`config.mk`:
```
export PLATFORM = sky130hd
export DESIGN_NAME = seven_seg_serial_scanner
export DESIGN_NICKNAME = d
export VERILOG_FILES = /design/src/rtl/seven_seg_serial_scanner.sv
export SDC_FILE = /design/constraint.sdc
export NUM_CORES = 1
export LEC_CHECK = 0
export ABC_CLOCK_PERIOD_IN_PS = 5400
export CORE_AREA = 2 2 98 100
export DETAILED_ROUTE_END_ITERATION = 12
export DIE_AREA = 0 0 100 102
export GPL_ROUTABILITY_DRIVEN = 0
export PLACE_DENSITY = 0.78
export SLEW_MARGIN = 10
export SYNTH_ARGS = -nofsm -noshare
export SYNTH_HDL_FRONTEND = slang
export SYNTH_SLANG_ARGS = --single-unit
export TNS_END_PERCENT = 10
```
`constraint.sdc`:
```
create_clock -name clk -period 5.4 [get_ports clk]
set_clock_uncertainty 0.1 [all_clocks]
set_input_delay 1.08 -clock clk [delete_from_list [all_inputs] [get_ports clk]]
set_output_delay 1.08 -clock clk [all_outputs]
set_load 0.01 [all_outputs]
```
`src/rtl/seven_seg_serial_scanner.sv`:
```
// Multiplexed seven-segment driver: converts a binary word to hex or BCD digits and
// refreshes them continuously through an external shift-register/latch chain.
module seven_seg_serial_scanner #(
  parameter int NUM_DIGITS = 4,
  parameter int DATA_W     = 16,
  parameter int FRAME_W    = 16,
  parameter int CLK_DIV    = 4
) (
  input  logic              clk,
  input  logic              rst_n,
  input  logic [DATA_W-1:0] data_in,
  input  logic              data_valid,
  output logic              data_ready,
  input  logic              bcd_mode,
  input  logic              blank_lz,
  input  logic              en,
  output logic              sclk,
  output logic              sdata,
  output logic              latch,
  output logic              frame_done,
  output logic              ovf
);
  localparam int PW    = 4 * NUM_DIGITS;
  localparam int PTR_W = (NUM_DIGITS > 1) ? $clog2(NUM_DIGITS) : 1;
  localparam int BIT_W = $clog2(FRAME_W + 1);
  localparam int DIV_W = $clog2(2 * CLK_DIV);
  localparam int CNV_W = (DATA_W > 1) ? $clog2(DATA_W) : 1;

  typedef enum logic {C_IDLE, C_CONV} conv_state_t;
  typedef enum logic [1:0] {S_IDLE, S_SHIFT, S_LATCH} scan_state_t;

  function automatic logic [7:0] seg_of(input logic [3:0] d);
    case (d)
      4'h0:    seg_of = 8'b11101110;
      4'h1:    seg_of = 8'b01001000;
      4'h2:    seg_of = 8'b00111110;
      4'h3:    seg_of = 8'b01111100;
      4'h4:    seg_of = 8'b11011000;
      4'h5:    seg_of = 8'b11110100;
      4'h6:    seg_of = 8'b11110110;
      4'h7:    seg_of = 8'b01101000;
      4'h8:    seg_of = 8'b11111110;
      4'h9:    seg_of = 8'b11111100;
      4'hA:    seg_of = 8'b11111010;
      4'hB:    seg_of = 8'b11010110;
      4'hC:    seg_of = 8'b10100110;
      4'hD:    seg_of = 8'b01011110;
      4'hE:    seg_of = 8'b10110110;
      4'hF:    seg_of = 8'b10110010;
      default: seg_of = 8'b00000000;
    endcase
  endfunction

  // Double-dabble correction: every BCD digit of 5 or more gets 3 added before the shift
  function automatic logic [PW-1:0] add3(input logic [PW-1:0] v);
    logic [PW-1:0] r;
    r = v;
    for (int i = 0; i < NUM_DIGITS; i++) begin
      if (v[4*i +: 4] >= 4'd5) r[4*i +: 4] = v[4*i +: 4] + 4'd3;
      else                     r[4*i +: 4] = v[4*i +: 4];
    end
    return r;
  endfunction

  conv_state_t       conv_state_r, conv_state_n;
  logic [DATA_W-1:0] bin_r;
  logic [PW-1:0]     bcd_r, adj_s, step_bcd_s, hex_s, pending_r, active_r, src_s;
  logic [CNV_W-1:0]  cnv_cnt_r;
  logic              ovf_acc_r, accept_s, last_step_s;

  scan_state_t        scan_state_r, scan_state_n;
  logic [DIV_W-1:0]   div_cnt_r;
  logic [BIT_W-1:0]   bit_cnt_r;
  logic [PTR_W-1:0]   ptr_r, ptr_next_s, start_ptr_s;
  logic [FRAME_W-1:0] frame_r, frame_s;
  logic [3:0]         digit_s;
  logic               nonzero_s, blank_s, start_s, period_end_s, sclk_rise_s, last_bit_s;

  // Conversion control: one handshake, then DATA_W dabble steps in BCD mode
  always_comb begin
    accept_s     = data_valid && data_ready;
    last_step_s  = (cnv_cnt_r == CNV_W'(DATA_W - 1));
    adj_s        = add3(bcd_r);
    step_bcd_s   = {adj_s[PW-2:0], bin_r[DATA_W-1]};
    hex_s        = PW'(data_in);
    conv_state_n = conv_state_r;
    case (conv_state_r)
      C_IDLE: begin
        if (accept_s && bcd_mode) conv_state_n = C_CONV;
        else                      conv_state_n = C_IDLE;
      end
      C_CONV: begin
        if (last_step_s) conv_state_n = C_IDLE;
        else             conv_state_n = C_CONV;
      end
      default: conv_state_n = C_IDLE;
    endcase
  end

  // Conversion datapath; a 1 leaving the top digit means the value did not fit
  always_ff @(posedge clk or negedge rst_n) begin
    if (!rst_n) begin
      conv_state_r <= C_IDLE;
      bin_r        <= '0;
      bcd_r        <= '0;
      cnv_cnt_r    <= '0;
      ovf_acc_r    <= 1'b0;
      pending_r    <= '0;
      ovf          <= 1'b0;
      data_ready   <= 1'b1;
    end else begin
      conv_state_r <= conv_state_n;
      case (conv_state_r)
        C_IDLE: begin
          if (accept_s && bcd_mode) begin
            bin_r      <= data_in;
            bcd_r      <= '0;
            cnv_cnt_r  <= '0;
            ovf_acc_r  <= 1'b0;
            data_ready <= 1'b0;
          end else if (accept_s) begin
            pending_r <= hex_s;
            ovf       <= 1'b0;
          end
        end
        C_CONV: begin
          bin_r     <= bin_r << 1;
          bcd_r     <= step_bcd_s;
          cnv_cnt_r <= cnv_cnt_r + CNV_W'(1);
          ovf_acc_r <= ovf_acc_r | adj_s[PW-1];
          if (last_step_s) begin
            pending_r  <= step_bcd_s;
            ovf        <= ovf_acc_r | adj_s[PW-1];
            data_ready <= 1'b1;
          end
        end
        default: data_ready <= 1'b1;
      endcase
    end
  end

  // Scan sequencing plus assembly of the frame for the digit about to start
  always_comb begin
    period_end_s = (div_cnt_r == DIV_W'(2 * CLK_DIV - 1));
    sclk_rise_s  = (div_cnt_r == DIV_W'(CLK_DIV - 1));
    last_bit_s   = (bit_cnt_r == BIT_W'(FRAME_W - 1));
    if (ptr_r == PTR_W'(NUM_DIGITS - 1)) ptr_next_s = '0;
    else                                 ptr_next_s = ptr_r + PTR_W'(1);
    scan_state_n = scan_state_r;
    start_s      = 1'b0;
    case (scan_state_r)
      S_IDLE: begin
        if (en) begin
          scan_state_n = S_SHIFT;
          start_s      = 1'b1;
        end else begin
          scan_state_n = S_IDLE;
        end
      end
      S_SHIFT: begin
        if (period_end_s && last_bit_s) scan_state_n = S_LATCH;
        else                            scan_state_n = S_SHIFT;
      end
      S_LATCH: begin
        if (period_end_s && en) begin
          scan_state_n = S_SHIFT;
          start_s      = 1'b1;
        end else if (period_end_s) begin
          scan_state_n = S_IDLE;
        end else begin
          scan_state_n = S_LATCH;
        end
      end
      default: scan_state_n = S_IDLE;
    endcase

    // The pointer only advances at the latch edge, so a back-to-back start uses the next one
    if (scan_state_r == S_LATCH) start_ptr_s = ptr_next_s;
    else                         start_ptr_s = ptr_r;
    if (start_ptr_s == '0) src_s = pending_r;
    else                   src_s = active_r;

    digit_s   = 4'h0;
    nonzero_s = 1'b0;
    frame_s   = '0;
    for (int i = 0; i < NUM_DIGITS; i++) begin
      digit_s      = (start_ptr_s == PTR_W'(i)) ? src_s[4*i +: 4] : digit_s;
      frame_s[8+i] = (start_ptr_s == PTR_W'(i));
      nonzero_s    = nonzero_s | ((PTR_W'(i) >= start_ptr_s) && (src_s[4*i +: 4] != 4'h0));
    end
    blank_s      = blank_lz && (start_ptr_s != '0) && !nonzero_s;
    frame_s[7:0] = blank_s ? 8'h00 : seg_of(digit_s);
  end

  // Serial engine: bit periods of 2*CLK_DIV clocks, then one latch-low period per frame
  always_ff @(posedge clk or negedge rst_n) begin
    if (!rst_n) begin
      scan_state_r <= S_IDLE;
      div_cnt_r    <= '0;
      bit_cnt_r    <= '0;
      ptr_r        <= '0;
      frame_r      <= '0;
      active_r     <= '0;
      sclk         <= 1'b0;
      sdata        <= 1'b0;
      latch        <= 1'b1;
      frame_done   <= 1'b0;
    end else begin
      scan_state_r <= scan_state_n;
      frame_done   <= 1'b0;
      if (start_s || period_end_s || scan_state_r == S_IDLE) div_cnt_r <= '0;
      else                                                   div_cnt_r <= div_cnt_r + DIV_W'(1);
      case (scan_state_r)
        S_SHIFT: begin
          if (period_end_s) begin
            sclk <= 1'b0;
            if (last_bit_s) begin
              sdata <= 1'b0;
              latch <= 1'b0;
            end else begin
              sdata     <= frame_r[0];
              frame_r   <= frame_r >> 1;
              bit_cnt_r <= bit_cnt_r + BIT_W'(1);
            end
          end else if (sclk_rise_s) begin
            sclk <= 1'b1;
          end
        end
        S_LATCH: begin
          if (period_end_s) begin
            latch      <= 1'b1;
            frame_done <= 1'b1;
            ptr_r      <= ptr_next_s;
          end
        end
        default: begin
          sclk  <= 1'b0;
          sdata <= 1'b0;
          latch <= 1'b1;
        end
      endcase
      // Active digits change only when a digit-0 frame begins, keeping each pass coherent
      if (start_s) begin
        frame_r   <= frame_s >> 1;
        sdata     <= frame_s[0];
        sclk      <= 1'b0;
        latch     <= 1'b1;
        bit_cnt_r <= '0;
        if (start_ptr_s == '0) active_r <= pending_r;
      end
    end
  end

endmodule

```
==> reports/metrics.yaml <==
place:
  pre_cts_slack_ns: 2.00
  port_buffers: 27
  place_hpwl_mm: 6.96
synthesis:
  synth_xor_area_share_pct: 2.32
  syn_inst: 484
  muxShareOfSynthArea_pct: 13.3
  synth_compound_area_share_pct: 14.2
  netlist_area_mm2: 0.00490
  synth_nets: 527
  synth_adder_area_share_pct: 5.36
  synth_simple_gate_area_share_pct: 12.5
  ys.warnings.count: 0
  synth_seq_cells: 95
  async_flop_share_pct: 100
  synth_edf_count: 0
  synth_cell_types: 48
  synth_top_family_by_area: "compound AO/OA/AOI/OAI gates"
  synthFlopType: "dfrtp_1"
  syn_avg_cell_area_um2: 10.1
  synth_seq_area_share_pct: 48.5
layout:
  antenna_cells: 0
  nets: 547
  areaGrowthSynthToFinish_pct: 11.0
  drive_gt1_share_pct: 9.04
cts:
  cts_tree: "done"
  cts.root.buffer_cell: "clkbuf_8"
  cts-htree-levels: 3
  ctsHoldBuffers: 0
  cts_buffers: 9
  clkSinkCount: 95
  cts_resized: 0
  clk_latency_ns: 0.36
  clockBufferDepth: 2
  cts_setup_buffers: 0
  clk_pin_slew_ns: 0.09
timing:
  min_period_over_period_pct: 58.7
  tns_ns: 0
  rsz0062_at_grt: "false"
  fmax_mhz: 315
  slew_headroom_pct: 47.8
  setup_viol: 0
  final-hold-violation-count: 0
  fin_crit_ns: 3.17
  worst_pin_slew_ns: 0.781
  drv_slew: 0
  layout_setup_ws_ns: 2.23
critical_path:
  crit_fanout: 9
  crit_chain: "nor2b_2, mux2i_4, mux4_2, inv_1, ha_1, mux2_2, o211ai_1, o21ai_1"
  cpLargestDelayFamily: "multiplexers"
  max_stage_delay_ns: 0.64
  endpoint_kind: "flop"
  critPathKind: "reg -> reg"
  crit_slowest_cell: "mux4_2"
  startpoint_type: "flop"
  critPathRequiredTime_ns: 5.52
  cp.arrival_ns: 3.30
  cp_num_buf_inv: 1
worst_hold_path:
  hp-class: "reg -> reg"
drt:
  drt_iter0_markers: 132
  wl_per_cell_um: 15.9
  ant_nets: 0
  routed_wl_mm: 9.86
  vias: 3566
  dr.pass1.iters: 4
  vias_per_cell: 5.75
  post-route-drc-count: 0
floorplanning:
  ios: 28
  die_h_um: 102
  rows: 35
  core_mm2: 0.00911
  die_w_um: 100
  die_area_mm2: 0.0102
  initial_core_util_pct: 53.8
global_route:
  grt_pass1_vias: 3532
  grt_usage_pct: 20.8
  grt_max_degree: 64
  grt.overflow.total: 0
  grt_pass1_wl_mm: 16.9
  antenna_found_initial: 0
pwr:
  peakVddDrop_uv: 248
  pwr-share-seq_pct: 43.0
  switching_share_pct: 38.2
  power_frac_clock_pct: 16.7
  combinationalPowerShare_pct: 40.4
  p_per_area_mw_per_mm2: 515
  p_sw_mw: 1.07
  p_leak_nw: 2.66
  internal-power_mw: 1.73
run_status:
  status: "finished clean"
run:
  max_cap_viol_count: 0
==> cells in the final DEF (no fill, tap or decap), drive strengths merged, types with 3 or more instances in the layout <==
cell | synthesis | routed
mux2i | 37 | 37
a31oi | 3 | 3
ha | 21 | 21
o22ai | 3 | 3
clkdlybuf4s50 | 0 | 26
a21oi | 22 | 22
nor3 | 3 | 3
mux4 | 4 | 4
o211ai | 3 | 3
nand3b | 4 | 4
inv | 19 | 20
clkinv | 1 | 3
mux2 | 15 | 15
nand3 | 9 | 9
a21o | 11 | 11
a211oi | 4 | 4
nand2b | 7 | 7
dfrtp | 93 | 93
nor2b | 4 | 4
buf | 4 | 6
nor2 | 23 | 23
nand2 | 77 | 77
a22o | 6 | 6
clkbuf | 19 | 11
xor2 | 6 | 6
o21ai | 56 | 56
xnor2 | 7 | 7
==> path summary, 6_finish.rpt <==
| check | start | endpoint | slack (ns) | cells after the start |
|---|---|---|---|---|
| setup reg to reg | scan_state_r[0] | frame_r[2] | 2.23 | 8 |
| hold reg to reg | div_cnt_r[0] | div_cnt_r[0] | 0.34 | 1 |
| setup / recovery | scan_state_r[0] | frame_r[2] | 2.23 | 8 |
| hold / removal | div_cnt_r[0] | div_cnt_r[0] | 0.34 | 1 |
| min in group asynchronous | rst_n | sclk | 0.60 | 1 |
| max in group asynchronous | rst_n | conv_state_r | 3.47 | 2 |
==> layer usage <==
| metal | routed length, um | GRT usage [%] | vias to the layer above |
|---|---|---|---|
| met5 | 0 | 0 | - |
| met4 | 63 | 4.64 | 0 |
| met3 | 427 | 4.86 | 8 |
| met2 | 4970 | 35.5 | 78 |
| met1 | 4400 | 27.4 | 1751 |
| li1 | - | - | 1729 |
==> layout make-up <==
class	instances	area (um^2)
fill	770	3670
sequential	95	2380
multi-input combinational	346	2350
timing repair buffer	32	305
tap	111	139
clock buffer	11	131
inverter	20	75.1
clock inverter	5	60.1
==> power groups by stage <==
stage          Combinational (mW)  Sequential, mW  Clock (mW)
3_3_place_gp                 1.07            1.20           0
5_1_grt                      1.28            1.24       0.504
4_1_cts                      1.14            1.20       0.476
2_1_floorplan               0.876            1.16           0
6_report                     1.13            1.20       0.467
3_5_place_dp                 1.13            1.22           0
==> sequential cells by signal, summed over array words and instances (netlist names), 2 cells and up <==
| signal | flops |
|---|---|
| active_r | 12 |
| bcd_r | 16 |
| bin_r | 16 |
| bit_cnt_r | 5 |
| cnv_cnt_r | 4 |
| div_cnt_r | 3 |
| frame_r | 11 |
| pending_r | 16 |
| ptr_r | 2 |
| scan_state_r | 2 |
==> synth_stat cells, types with 3 or more instances <==
cell	number	area, um^2
clkbuf_1	19	71.3
mux2_2	15	169
o211ai_1	3	22.5
nand3_1	9	45.0
mux4_2	4	90.1
a21o_1	11	82.6
mux2i_1	35	350
o22ai_1	3	18.8
xor2_1	6	52.6
ha_1	21	263
xnor2_1	7	61.3
o21ai_1	3	15.0
nand3b_1	4	30.0
a21oi_1	22	110
nor2_1	23	86.3
dfrtp_1	93	2330
nor2b_1	3	18.8
nand2_1	77	289
nor3_1	3	15.0
a31oi_1	3	18.8
inv_1	19	71.3
a22o_1	6	52.6
a211oi_1	4	30.0
nand2b_1	7	43.8
o21ai_0	53	265
==> metrics by stage <==
step	cells	total power, mW	area, um^2	hold slack [ns]	util (%)
floorplan	484	2.03	4900	0.310	-
finish	620	2.80	5440	0.341	59.7
global placement	604	2.26	5250	0.319	57.6
CTS	620	2.82	5440	0.346	59.7
global route	620	3.03	5440	0.364	59.7
detailed placement	604	2.35	5250	0.333	57.6
==> kinds of logic (layout without fill, tap and decap cells) <==
kind of cell / count (synthesis) / in the layout
simple gates: 138 / 138
compound gates: 118 / 118
flops: 95 / 95
mux: 56 / 56
buf+inv: 43 / 68
fa+ha+maj: 21 / 21
xor+xnor: 13 / 13
No activity file was read; power rests on OpenSTA's default activity.
